==> src/rtl/bus_router.sv <==
// bus_router: one requester to NUM_DEVICES responders, routed by an 8-bit
// address tag. The decode is combinational, so a device can answer in the
// same cycle. Once a transaction stalls, the chosen device is latched and
// stays routed until it completes. The router answers unmapped addresses
// itself and keeps sticky error status.
// Optional build macro: BUS_ROUTER_TIMEOUT_EN. It adds a wait counter that
// aborts a transaction stuck in WAIT for TIMEOUT_CYCLES cycles.

// One decode lane: compares the address tag with this device's tag.
module bus_router_lane #(
   parameter logic [7:0] TAG = 8'h00
) (
   input  logic [7:0] addr_tag,
   output logic       match
);
   assign match = (addr_tag == TAG);
endmodule

module bus_router #(
   parameter int                        NUM_DEVICES    = 3,
   parameter logic [8*NUM_DEVICES-1:0]  DEV_TAGS       = {8'h81, 8'h80, 8'h00},
   parameter int                        TAG_LSB        = 24,
   parameter int                        TIMEOUT_CYCLES = 255,
   parameter logic [31:0]               ERROR_RDATA    = 32'h0,
   parameter logic [NUM_DEVICES-1:0]    IRQ_MASK       = '1
) (
   input  logic                          clk,
   input  logic                          reset,
   input  logic                          req_valid,
   output logic                          req_ready,
   input  logic [31:0]                   req_address,
   input  logic [3:0]                    req_wstrobe,
   input  logic [31:0]                   req_wdata,
   output logic [31:0]                   req_rdata,
   output logic                          req_irq,
   output logic [NUM_DEVICES-1:0]        dev_valid,
   input  logic [NUM_DEVICES-1:0]        dev_ready,
   output logic [31:0]                   dev_address,
   output logic [3:0]                    dev_wstrobe,
   output logic [31:0]                   dev_wdata,
   input  logic [32*NUM_DEVICES-1:0]     dev_rdata,
   input  logic [NUM_DEVICES-1:0]        dev_irq,
   input  logic                          err_clear,
   output logic                          err_flag,
   output logic                          err_timeout,
   output logic [31:0]                   err_address
);

   localparam int SEL_W = (NUM_DEVICES > 1) ? $clog2(NUM_DEVICES) : 1;

   typedef enum logic {ST_IDLE, ST_WAIT} state_t;

   typedef struct packed {
      logic             en;
      logic [SEL_W-1:0] idx;
   } route_t;

   // Catch out-of-range configurations at elaboration time.
   if (NUM_DEVICES < 1 || NUM_DEVICES > 16 ||
       TIMEOUT_CYCLES < 1 || TIMEOUT_CYCLES > 65535) begin : g_bad_param
      $error("bus_router: parameter out of range");
   end

   state_t                 state, state_n;
   logic [SEL_W-1:0]       sel, sel_n;
   logic [NUM_DEVICES-1:0] match;
   route_t                 hit, route;
   logic                   sel_ready;
   logic [31:0]            sel_rdata;
   logic                   timed_out;
   logic                   err_event;
`ifdef BUS_ROUTER_TIMEOUT_EN
   logic [15:0]            wait_cnt;
   logic                   cnt_clr;
   logic                   err_cause;
   logic                   err_to_q;
`endif

   // The request fields go to every device unchanged.
   assign dev_address = req_address;
   assign dev_wstrobe = req_wstrobe;
   assign dev_wdata   = req_wdata;

   assign req_irq = |(dev_irq & IRQ_MASK);

   for (genvar i = 0; i < NUM_DEVICES; i++) begin : g_lane
      bus_router_lane #(.TAG(DEV_TAGS[8*i +: 8])) u_lane (
         .addr_tag (req_address[TAG_LSB +: 8]),
         .match    (match[i])
      );
   end

   // Priority decode: scan from the top so that the lowest matching index wins.
   always_comb begin
      hit = '0;
      for (int i = NUM_DEVICES - 1; i >= 0; i--) begin
         if (match[i]) begin
            hit.en  = 1'b1;
            hit.idx = SEL_W'(i);
         end
      end
   end

   // Active route: the live decode in IDLE, the latched select in WAIT.
   always_comb begin
      route = '0;
      if (reset) begin
         if (state == ST_WAIT) begin
            route.en  = 1'b1;
            route.idx = sel;
         end else if (req_valid && hit.en) begin
            route = hit;
         end
      end
   end

   // Return path mux: ready and read data from the routed device.
   always_comb begin
      sel_ready = 1'b0;
      sel_rdata = ERROR_RDATA;
      for (int i = 0; i < NUM_DEVICES; i++) begin
         if (route.en && (SEL_W'(i) == route.idx)) begin
            sel_ready = dev_ready[i];
            sel_rdata = dev_rdata[32*i +: 32];
         end
      end
   end

`ifdef BUS_ROUTER_TIMEOUT_EN
   assign timed_out = (state == ST_WAIT) && (wait_cnt == 16'(TIMEOUT_CYCLES)) && !sel_ready;
`else
   assign timed_out = 1'b0;
`endif

   // Per-device valid. It is dropped in the cycle where a timeout aborts.
   always_comb begin
      dev_valid = '0;
      for (int i = 0; i < NUM_DEVICES; i++)
         dev_valid[i] = route.en && !timed_out && (SEL_W'(i) == route.idx);
   end

   // Next-state, handshake and error-event logic.
   always_comb begin
      state_n   = state;
      sel_n     = sel;
      req_ready = 1'b0;
      err_event = 1'b0;
`ifdef BUS_ROUTER_TIMEOUT_EN
      cnt_clr   = 1'b0;
      err_cause = 1'b0;
`endif
      if (reset) begin
         case (state)
            ST_IDLE: begin
               if (req_valid) begin
                  if (hit.en) begin
                     req_ready = sel_ready;
                     if (!sel_ready) begin
                        state_n = ST_WAIT;
                        sel_n   = hit.idx;
`ifdef BUS_ROUTER_TIMEOUT_EN
                        cnt_clr = 1'b1;
`endif
                     end
                  end else begin
                     req_ready = 1'b1;
                     err_event = 1'b1;
                  end
               end
            end
            ST_WAIT: begin
               if (timed_out) begin
                  req_ready = 1'b1;
                  err_event = 1'b1;
                  state_n   = ST_IDLE;
`ifdef BUS_ROUTER_TIMEOUT_EN
                  err_cause = 1'b1;
`endif
               end else begin
                  req_ready = sel_ready;
                  if (sel_ready) state_n = ST_IDLE;
               end
            end
            default: state_n = ST_IDLE;
         endcase
      end
   end

   // Read data counts only on a device completion. Errors and stalls return ERROR_RDATA.
   assign req_rdata = (req_ready && !err_event) ? sel_rdata : ERROR_RDATA;

   // State and latched select.
   always_ff @(posedge clk or negedge reset) begin
      if (!reset) begin
         state <= ST_IDLE;
         sel   <= '0;
      end else begin
         state <= state_n;
         sel   <= sel_n;
      end
   end

`ifdef BUS_ROUTER_TIMEOUT_EN
   // Wait counter saturates at the limit; it is cleared on entry to WAIT.
   always_ff @(posedge clk or negedge reset) begin
      if (!reset)
         wait_cnt <= '0;
      else if (cnt_clr)
         wait_cnt <= '0;
      else if (state == ST_WAIT && wait_cnt < 16'(TIMEOUT_CYCLES))
         wait_cnt <= wait_cnt + 16'd1;
   end
`endif

   // Sticky error status. A new error takes priority over err_clear.
   always_ff @(posedge clk or negedge reset) begin
      if (!reset) begin
         err_flag    <= 1'b0;
         err_address <= '0;
`ifdef BUS_ROUTER_TIMEOUT_EN
         err_to_q    <= 1'b0;
`endif
      end else if (err_event) begin
         err_flag    <= 1'b1;
         err_address <= req_address;
`ifdef BUS_ROUTER_TIMEOUT_EN
         err_to_q    <= err_cause;
`endif
      end else if (err_clear) begin
         err_flag    <= 1'b0;
      end
   end

`ifdef BUS_ROUTER_TIMEOUT_EN
   assign err_timeout = err_to_q;
`else
   assign err_timeout = 1'b0;
`endif

endmodule

==> config.mk <==
export PLATFORM = sky130hd
export DESIGN_NAME = bus_router
export DESIGN_NICKNAME = d
export VERILOG_FILES = /design/src/rtl/bus_router.sv
export SDC_FILE = /design/constraint.sdc
export NUM_CORES = 1
export LEC_CHECK = 0
export ABC_AREA = 1
export CAP_MARGIN = 20
export CORE_AREA = 5 5 119 121
export DETAILED_ROUTE_END_ITERATION = 10
export DIE_AREA = 0 0 124 126
export GPL_ROUTABILITY_DRIVEN = 0
export PLACE_DENSITY = 0.82
export SLEW_MARGIN = 30
export SYNTH_ARGS = -nofsm -noshare
export SYNTH_HDL_FRONTEND = slang
export SYNTH_SLANG_ARGS = --single-unit
export TNS_END_PERCENT = 1
==> constraint.sdc <==
create_clock -name clk -period 1.73 [get_ports clk]
set_input_delay 0.2595 -clock clk [delete_from_list [all_inputs] [get_ports clk]]
set_output_delay 0.2595 -clock clk [all_outputs]
set_load 0.01 [all_outputs]
# == Word-level counts from Yosys, hierarchy flattened ==
# Cells that the tools add are included.
# totals
reg_bits,36
input_bits,174
word_cells,48
# classes
n_eq_ne,4
mux,27
bitwise,2
reduce_logical,11
# ops
cell,n
2-to-1 mux 32 bit,4
2-to-1 mux 3 bit,6
"equality test 8 bit, second input constant",2
2-to-1 mux 1 bit,14
zero test 8 bit,1
case mux 1 bit (2 select lines),3
logical AND 1 bit,5
AND reduction 5 bit,1
OR reduction 3 bit,1
"equality test 1 x 2 -> 1 bit, first input constant",1
"equality test 2 bit, first input constant",1
zero test 2 bit,1
NOT 1 bit,2
nonzero test 2 bit,1
zero test 1 bit,1

# == Depth between registers and ports, before layout ==
# Gate-level depths: netlist of the first run.
# depth
depth_word,19
depth_mapped,14
depth_no_buf,12

# == Hierarchy ==
# A second synthesis of the first run with hierarchy kept.
# hier_totals
cells_unflattened,489
area_unflattened_um2,3026.7
# modules_own_cells
mod,instances,cells_each,area_per_inst_um2,seq_area_each_um2
bus_router,1,465,2936.6,900.9
bus_router_lane at g_lane[2].u_lane,1,9,33.8,0.0
bus_router_lane at g_lane[1].u_lane,1,8,30.0,0.0
bus_router_lane at g_lane[0].u_lane,1,7,26.3,0.0

# == Worst setup path before layout of the first run ==
# Ideal clock, no wire load.
# synth_path
path_type,input port to output port
start,input port req_address[26]
end,output port req_rdata[22]
t_arrival_ns,1.435
t_required_ns,1.470
slack_ns,0.036
cell_stages,14
n_path_buf,2
cell_sequence,inv_1 -> nand2_1 -> nor2_1 -> nand2_1 -> nand3_1 -> nand2_1 -> nand2_1 -> and2_1 -> buf_4 -> buf_6 -> nand2_1 -> nand3_1 -> nand2_1 -> inv_1
# synth_via
elab_chain_cells,19
# synth_rtl
element,line_no,text
from (decl),31,"input logic [31:0] req_address,"
equality test 8 bit,16,assign match = (addr_tag == TAG);
2-to-1 mux 3 bit (2 in a row),97,if (match[i]) begin
2-to-1 mux 3 bit *,97,
logical AND 1 bit,111,end else if (req_valid && hit.en) begin
2-to-1 mux 3 bit *,111,
2-to-1 mux 3 bit *,108,if (state == ST_WAIT) begin
2-to-1 mux 3 bit *,107,if (reset) begin
zero test 2 bit,--,
logical AND 1 bit *,--,
via dev_valid[0],36,"output logic [NUM_DEVICES-1:0] dev_valid,"
2-to-1 mux 1 bit (3 in a row),122,if (route.en && (SEL_W'(i) == route.idx)) begin
2-to-1 mux 1 bit,156,if (hit.en) begin
2-to-1 mux 1 bit,155,if (req_valid) begin
case mux 1 bit (2 select lines),153,case (state)
2-to-1 mux 1 bit,152,if (reset) begin
logical AND 1 bit,190,assign req_rdata = (req_ready && !err_event) ? sel_rdata : ERROR_RDATA;
2-to-1 mux 32 bit *,190,
to (decl),34,"output logic [31:0] req_rdata,"
# The timed path passes the listed nets; every way through them passes the cells marked *.

# == Worst setup path after layout of the first run ==
# layout_path
start,register state
end,output port req_rdata[5]
# layout_via
elab_chain_cells,13
# layout_rtl
element,line_no,text
from (decl),64,"state_t state, state_n;"
from (signal assigned),198,state <= state_n;
2-to-1 mux 3 bit,108,
2-to-1 mux 3 bit,107,
zero test 2 bit,122,
logical AND 1 bit,122,
2-to-1 mux 1 bit (3 in a row),122,
2-to-1 mux 1 bit,156,
2-to-1 mux 1 bit,155,
case mux 1 bit (2 select lines),153,
2-to-1 mux 1 bit,152,
logical AND 1 bit,190,
2-to-1 mux 32 bit *,190,
# Mark *: on every way between the ends. The rest lies on a longest branch, timed or not.

==> results.cfg, run 1 <==
[drt]
vias = 3296
avgViaCountPerCell = 4.12
drtIter0Drc = 107
routedWlPerCell_um = 15.2
routed_wl_um = 12200
antenna_left = 0
first_pass_iters = 4
drc = 0

[logic_synthesis]
synth_most_common_cell = nand2_1
netlist_top_cells_area = dfrtp_1 (31%), nand2_1 (20%), buf_4 (19%)
synthFlopType = dfrtp_1
yosysTopAreaCellShare_pct = 30.8
ys_seq_area_share_pct = 30.8
yosys_register_bits = 36
syn-cell-area_um2 = 2930
synth-edff-count = 0
ys_async_sr_fraction_pct = 100
avgSynthCellArea_um2 = 6.96
yosys_warnings = 0
synth.top_cells.by_count = nand2_1 (158), buf_4 (73), inv_1 (50)
syn_nets = 595
netlist_instances = 421
synth_area_leader_cell = dfrtp_1
ys_types = 22

[cts]
clk_latency_ns = 0.27
htree_levels = 2
cts_tree = done
cts_sinks = 36
cts.path.max_buffers = 2
numCtsBuffers = 5
hold_buffers = 0
cts_root_buf = clkbuf_16
path_clk_slew_ns = 0.06

[die]
ios = 313
die_area_um2 = 15600
die_h_um = 126
rows = 42
core-area_um2 = 13000
start_util_pct = 22.6
dieWidth_um = 124

[global_route]
grt_pass1_wl_um = 16900
grt_max_degree = 34
antenna_found_initial = 0
grt_pass1_vias = 3134
track_usage_pct = 13.6
overflow = 0

[outcome]
violations = setup timing
status = finished, violations left

[timing]
setup_viol = 37
whs_ns = 0.0118
hold_viol = 0
skew_ns = 0.00845
fin_ws_ns = -0.496
rsz0062_at_grt = true
maxSlewViolCount = 0
post-route-period-util_pct = 129
fmax_mhz = 449
finalCriticalPeriod_ns = 2.23

[setup_path]
cp-end-kind = output pin
startpoint_type = register
worstReg2RegEnd = sel[1]
critPathSlowestCell = dfrtp_2
r2r_cells = 12
cp.arrival_ns = 1.97
path_class = register to output pin
cp_cell_sequence = nor2_4 > nand3_2 > nand2_4 > nand2_4 > nor2_4 > nand2_2 > nand3_4 > buf_6 > clkbuf_16 > nand2_2 > inv_1 > buf_2
r2r_start = state
crit_fanout = 8
slowest_delay_ns = 0.47
rrSetupSlack_ns = -0.03
crit_required_ns = 1.47

[finish]
synthToLayoutAreaGrowth_pct = 93.9
fin_area_um2 = 5680
drive_gt1_share_pct = 27.4
final_nets = 797
multi_input_area_um2 = 1360
finalNonFillerCells = 800
seq_area_um2 = 902
antenna-diode-count = 0
fillers = 1310

[place]
dpl_cell_area_um2 = 5180
dp_cells = 778
numPortBuffers = 239
place_hpwl_um = 9130

[pwr]
irDropWorstVdd_mv = 0.615
p_per_area_nw_per_um2 = 654
leakage_nw = 2.71

[min_path]
hold_path.class = primary input to asynchronous set/reset pin

[job]
cap_violations = 0
registers in the layout (all words and copies together) (netlist names):
signal / cells
err_address: 32
err_flag: 1
sel: 2
state: 1
stage by stage:
step                setup TNS [ns]  worst slack (ns)  power [W]  utilization (%)
CTS                         -25.63            -0.734    0.00369             42.5
finish                      -15.66            -0.496    0.00371             43.8
floorplan                        0            0.0357    0.00182                -
global placement            -49.85             -1.05    0.00267             39.9
global route                -20.50            -0.602    0.00391             43.8
detailed placement          -52.67             -1.11    0.00270             39.9
area by class of cell:
cell class	instances	area share [%]
clock buffers	7	2.34
clock inverters	1	0.154
inverters	51	3.37
multi-input cells	248	23.9
flip-flops and latches	36	15.9
well taps	176	3.88
repair buffers	281	50.5
where the power goes:
| part | switching [W] | total, W | internal [W] |
|---|---|---|---|
| registers | 0.000104 | 0.00115 | 0.00104 |
| clock network | 0.000324 | 0.000861 | 0.000537 |
| logic | 0.000654 | 0.00171 | 0.00105 |
layout by cell type, fill, tap and decap left out:
cell	count
clkinv_4	1
clkbuf_16	7
buf_16	3
nand3_1	33
o22ai_1	1
nor2_1	3
conb_1	1
nor2_4	5
mux2_2	24
clkdlybuf4s50_1	192
inv_1	29
nand3_4	1
clkdlybuf4s15_1	1
nand2_2	22
and2_4	1
clkbuf_1	2
nand4_1	2
buf_6	27
a21oi_4	1
dlymetal6s2s_1	2
clkdlybuf4s15_2	1
nor2_2	1
dfrtp_1	35
nand2_1	134
inv_2	22
dlygate4sd2_1	7
or3_1	1
buf_2	12
o21ai_0	10
buf_4	27
dfrtp_2	1
buf_12	7
nand2_4	3
nand3_2	5
worst max-delay path, delay by kind of cell, from the launching register on:
kind / cells / cell delay, ns
simple gates: 8 / 0.79
flops: 1 / 0.47
buf+inv: 4 / 0.45
worst max-delay path by stage:
stage                               start             to  cells after the start
after floorplan           req_address[26]  req_rdata[22]                     14
after global placement    req_address[31]   req_rdata[4]                     13
final                               state   req_rdata[5]                     12
after detailed placement  req_address[31]  req_rdata[24]                     14
after CTS                 req_address[27]  req_rdata[29]                     15
after global routing                state   req_rdata[5]                     12
metal layers:
metal	vias up	share of wire [%]	GRT usage, %
met2	168	50	24.4
met3	17	14	6.86
met4	0	1.9	2.84
met5	-	0	0
met1	1491	34	14.1
li1	1620	-	-
kinds of logic (layout without fill, tap and decap cells):
logic type	count (synthesis)	in the layout	synth area share (%)
mux	24	24	9.23
compound gates	12	12	2.09
buf+inv	137	340	28.1
simple gates	211	211	29.7
other cells	1	1	0.128
flops	36	36	30.8
what timing repair did:
item                                    CTS  global route
cloned                                    4             2
setup buffers                             4             5
pin swaps                                 7            16
endpoints found under the setup margin   72            72
gates resized for setup                 157            94
(Power assumes the default switching activity.)
==> inputs of run 2 (changes only) <==
Settings changed: CORE_AREA 5 5 119 121 to 3 3 120 122, DIE_AREA 0 0 124 126 to 0 0 123 125, PLACE_DENSITY 0.82 to 0.79.
==> results.cfg, run 2 (synthesis results as in run 1) <==
[outcome]
status = finished, violations left
violations = setup timing

[job]
cap_violations = 0

[cts]
cts_sinks = 36
clk_latency_ns = 0.27
cts_tree = done
cts.path.max_buffers = 2
htree_levels = 2
numCtsBuffers = 5
cts_root_buf = clkbuf_16
path_clk_slew_ns = 0.06

[die]
die_area_um2 = 15400
die_h_um = 125
ios = 313
rows = 42
start_util_pct = 22.0
core-area_um2 = 13300
dieWidth_um = 123

[global_route]
grt_pass1_vias = 3388
antenna_found_initial = 1
track_usage_pct = 16.1
grt_max_degree = 29
overflow = 0
grt_pass1_wl_um = 19200

[drt]
routed_wl_um = 13900
routedWlPerCell_um = 17.1
drtIter0Drc = 160
avgViaCountPerCell = 4.22
first_pass_iters = 5
vias = 3436
drc = 0
antenna_left = 0

[finish]
regMostFlops = err_address
fillers = 1252
multi_input_area_um2 = 1480
drive_gt1_share_pct = 33.9
synthToLayoutAreaGrowth_pct = 108
seq_area_um2 = 902
final_nets = 811
fin_util_pct = 45.8
layout_common_cells = clkdlybuf4s50_1 (192), nand2_1 (115), nand2_2 (40)
largest_register_ffs = 32
layout_commonest_cell = clkdlybuf4s50_1
largestRegisters = err_address x32, sel x2

[timing]
maxSlewViolCount = 0
finalCriticalPeriod_ns = 2.24
rsz0062_at_grt = true
post-route-period-util_pct = 130
whs_ns = 0.0516
setup_viol = 37
hold_viol = 0
skew_ns = 0.00693
fmax_mhz = 446
fin_ws_ns = -0.512

[place]
numPortBuffers = 239
place_hpwl_um = 9340

[min_path]
hold_path.class = primary input to asynchronous set/reset pin

[setup_path]
cp.arrival_ns = 1.98
startpoint_type = register
r2r_cells = 12
crit_fanout = 6
cp-end-kind = output pin
path_class = register to output pin
crit_required_ns = 1.47

[pwr]
irDropWorstVdd_mv = 0.417
p_per_area_nw_per_um2 = 641
leakage_nw = 2.95
-- run 2: changes by cell type in the layout (fill, tap and decap cells not counted), moves of 3 or more --
cell | before | now
buf_2 | 12 | 17
nand2_1 | 134 | 115
nand3_1 | 33 | 20
buf_4 | 27 | 24
nand2_2 | 22 | 40
clkbuf_16 | 7 | 10
inv_2 | 22 | 19
nand3_2 | 5 | 18
buf_16 | 3 | 8
-- run 2: repair_timing --
action,CTS,global route
resized for setup,232,70
pin swaps,27,14
cloned,8,5
setup buffers,20,2
setup endpoints to repair,73,63
endpoints found under the hold margin,8,0
hold buffers,1,0
-- run 2: cell type report --
type                       count  area share, %
timing repair buffer         295           51.7
clock inverter                 1          0.144
sequential                    36           14.8
clock buffer                   7           2.18
antenna                        1         0.0411
inverter                      51           3.27
multi-input combinational    248           24.2
tap                          176           3.62
-- run 2: path summary, 6_finish.rpt --
path                                  from         endpoint  slack [ns]
setup reg to reg                     state           sel[1]       -0.04
setup / recovery                     state    req_rdata[30]       -0.51
hold / removal                       reset           sel[1]        0.05
max in group asynchronous            reset            state        0.76
hold reg to reg            err_address[24]  err_address[24]        0.49
min in group clk           req_address[28]  err_address[28]        0.36
-- run 2: stage by stage --
stage	setup TNS (ns)	instances	area, um^2	setup slack [ns]	total power [W]
global route	-19.89	815	6080	-0.588	0.00412
detailed placement	-57.10	770	5130	-1.21	0.00271
floorplan	0	421	2930	0.0357	0.00182
finish	-16.60	815	6080	-0.512	0.00390
global placement	-52.13	770	5130	-1.15	0.00269
CTS	-16.16	807	5740	-0.500	0.00384
-- run 2: metal layers --
metal | vias up | track usage [%] | share of wire, %
met4 | 0 | 3.97 | 2.5
met5 | - | 0 | 0
met1 | 1587 | 19.8 | 39
li1 | 1665 | - | -
met3 | 30 | 4.11 | 9.0
met2 | 154 | 27.9 | 50
-- run 2: worst max-delay path, stage by stage, from the launching register on --
cell and delay, ns:
dfrtp_2 0.45, nor2_2 0.15, nand3_2 0.11, nand2_4 0.11, nand2_4 0.07, nor2_4 0.12
nand2_2 0.09, nand3_4 0.11, buf_16 0.14, clkbuf_16 0.15, nand2_1 0.05, inv_1 0.06
buf_6 0.10
-- run 2: where the power goes --
part           total, W  internal, W  leakage (nW)  switching, W
combinational   0.00189      0.00116          2.46      0.000730
clock          0.000863     0.000537        0.0681      0.000326
sequential      0.00115      0.00104         0.428      0.000105
==> inputs of run 3 (changes only) <==
--- a/config.mk
+++ b/config.mk
@@ -8,9 +8,10 @@
 export ABC_AREA = 1
 export CAP_MARGIN = 20
-export CORE_AREA = 3 3 120 122
+export CORE_ASPECT_RATIO = 0.6
+export CORE_MARGIN = 3
+export CORE_UTILIZATION = 26
 export DETAILED_ROUTE_END_ITERATION = 10
-export DIE_AREA = 0 0 123 125
 export GPL_ROUTABILITY_DRIVEN = 0
-export PLACE_DENSITY = 0.79
+export PLACE_DENSITY = 0.9
 export SLEW_MARGIN = 30
 export SYNTH_ARGS = -nofsm -noshare
==> constraint.sdc (replaced) <==
create_clock -name clk -period 1.95 [get_ports clk]
set_input_delay 0.2925 -clock clk [delete_from_list [all_inputs] [get_ports clk]]
set_output_delay 0.2925 -clock clk [all_outputs]
set_load 0.05 [all_outputs]
==> results.cfg, run 3 (synthesis results as in run 1) <==
[outcome]
status = finished, violations left
violations = setup timing

[timing]
fin_ws_ns = -0.388
post-route-period-util_pct = 120
maxSlewHeadroom_pct = 62.9
maxSlewViolCount = 0
fmax_mhz = 428
finalCriticalPeriod_ns = 2.34
rsz0062_at_grt = true
hold_viol = 0
whs_ns = 0.0539
setup_viol = 36
skew_ns = 0.00406
worst_pin_slew_ns = 0.554

[finish]
seq_area_um2 = 902
layout_common_cells = clkdlybuf4s50_1 (160), nand2_1 (116), buf_12 (73)
largestRegisters = err_address x32, sel x2
drive_gt1_share_pct = 43.4
antenna-diode-count = 0
regMostFlops = err_address
largest_register_ffs = 32
final_nets = 818
synthToLayoutAreaGrowth_pct = 128
multi_input_area_um2 = 1530
fillers = 833
finalNonFillerCells = 784
layout_commonest_cell = clkdlybuf4s50_1

[global_route]
grt_pass1_vias = 3394
track_usage_pct = 19.3
grt_max_degree = 34
top_usage_layer = met2
grt_pass1_wl_um = 18800
use_met1_pct = 23.5
grt_use_met2_pct = 33.5
met3_usage_pct = 7.07
overflow = 0
antenna_found_initial = 0

[die]
start_util_pct = 27.2
die_h_um = 88.2
dieWidth_um = 143
core-area_um2 = 10800
die_area_um2 = 12600
rows = 29
ios = 313

[cts]
path_clk_slew_ns = 0.05
cts_root_buf = clkbuf_16
htree_levels = 2
clk_latency_ns = 0.28
cts.path.max_buffers = 2
cts_tree = done
numCtsBuffers = 5
cts_sinks = 36

[place]
place_hpwl_um = 9800
numPortBuffers = 239
place_ws_ns = -0.779
dp_cells = 749

[pwr]
p_int_w = 0.00261
p_total_w = 0.00439
seq_power_share_pct = 23.3
p_per_area_nw_per_um2 = 657
swShare_pct = 40.4
leakage_nw = 3.16
irDropWorstVdd_mv = 0.501
power.switching_w = 0.00178
clkPwrFrac_pct = 20.5
p_comb_share_pct = 56.2

[setup_path]
crit_fanout = 8
crit_required_ns = 1.66
cp-end-kind = output pin
path_class = register to output pin
cp.arrival_ns = 2.05
startpoint_type = register
rrSetupSlack_ns = 0.17

[drt]
first_pass_iters = 4
avgViaCountPerCell = 4.47
drc = 0
routed_wl_um = 13600
drtIter0Drc = 210
routedWlPerCell_um = 17.3
vias = 3501
antenna_left = 0

[min_path]
hold_path.class = primary input to asynchronous set/reset pin

[job]
cap_violations = 0
run 3: repair_timing:
item | in CTS | in global routing
cloned | 6 | 0
gates resized for setup | 110 | 51
setup buffers | 17 | 5
pin swaps | 24 | 21
setup endpoints to repair | 61 | 36
endpoints found under the hold margin | 2 | 0
hold buffers | 1 | 0
run 3: layout make-up:
type | instances | area share, %
inverters | 51 | 3.43
clock buffers | 6 | 1.93
multi-input cells | 248 | 22.9
clock inverters | 2 | 0.524
well taps | 139 | 2.60
flip-flops and latches | 36 | 13.5
repair buffers | 302 | 55.1
run 3: final timing paths:
path,start,endpoint,cells past startpoint
worst max-delay path,state,req_rdata[28],12
worst min-delay path,reset,sel[0],2
worst max register to register,state,sel[1],12
worst min register to register,err_address[25],err_address[25],2
max in group asynchronous,reset,state,3
min in group clk,req_address[26],err_address[26],3
run 3: metal layers:
metal | share of wire (%) | vias up
met3 | 9.5 | 10
met4 | 0.73 | 0
met5 | 0 | -
li1 | - | 1664
met1 | 40 | 1655
met2 | 50 | 172
run 3: worst max-delay path, stage by stage (launching register included):
cell and delay [ns]:
dfrtp_2 0.45, nor2_2 0.13, nand3_2 0.10, nand2_4 0.11
a21oi_4 0.07, and2_4 0.17, buf_6 0.14, buf_16 0.14
nand2_1 0.08, nand3_2 0.07, nand2_2 0.08, clkinvlp_4 0.09
buf_12 0.15
run 3: per-stage QoR:
| step | cell area [um^2] | utilization, % | setup TNS (ns) |
|---|---|---|---|
| after global placement | 5910 | 54.8 | -26.78 |
| final | 6680 | 62.0 | -11.49 |
| after CTS | 6600 | 61.2 | -12.24 |
| after floorplan | 2970 | - | -0.753 |
| after global routing | 6680 | 62.0 | -14.88 |
| after detailed placement | 5910 | 54.8 | -36.66 |
run 3: power by group through the flow:
stage | combinational, W | sequential (W) | clock [W]
final | 0.00247 | 0.00102 | 0.000901
after CTS | 0.00245 | 0.00102 | 0.000920
after floorplan | 0.000809 | 0.00162 | 0
after global routing | 0.00257 | 0.00104 | 0.000961
after detailed placement | 0.00225 | 0.00103 | 0
after global placement | 0.00222 | 0.00102 | 0
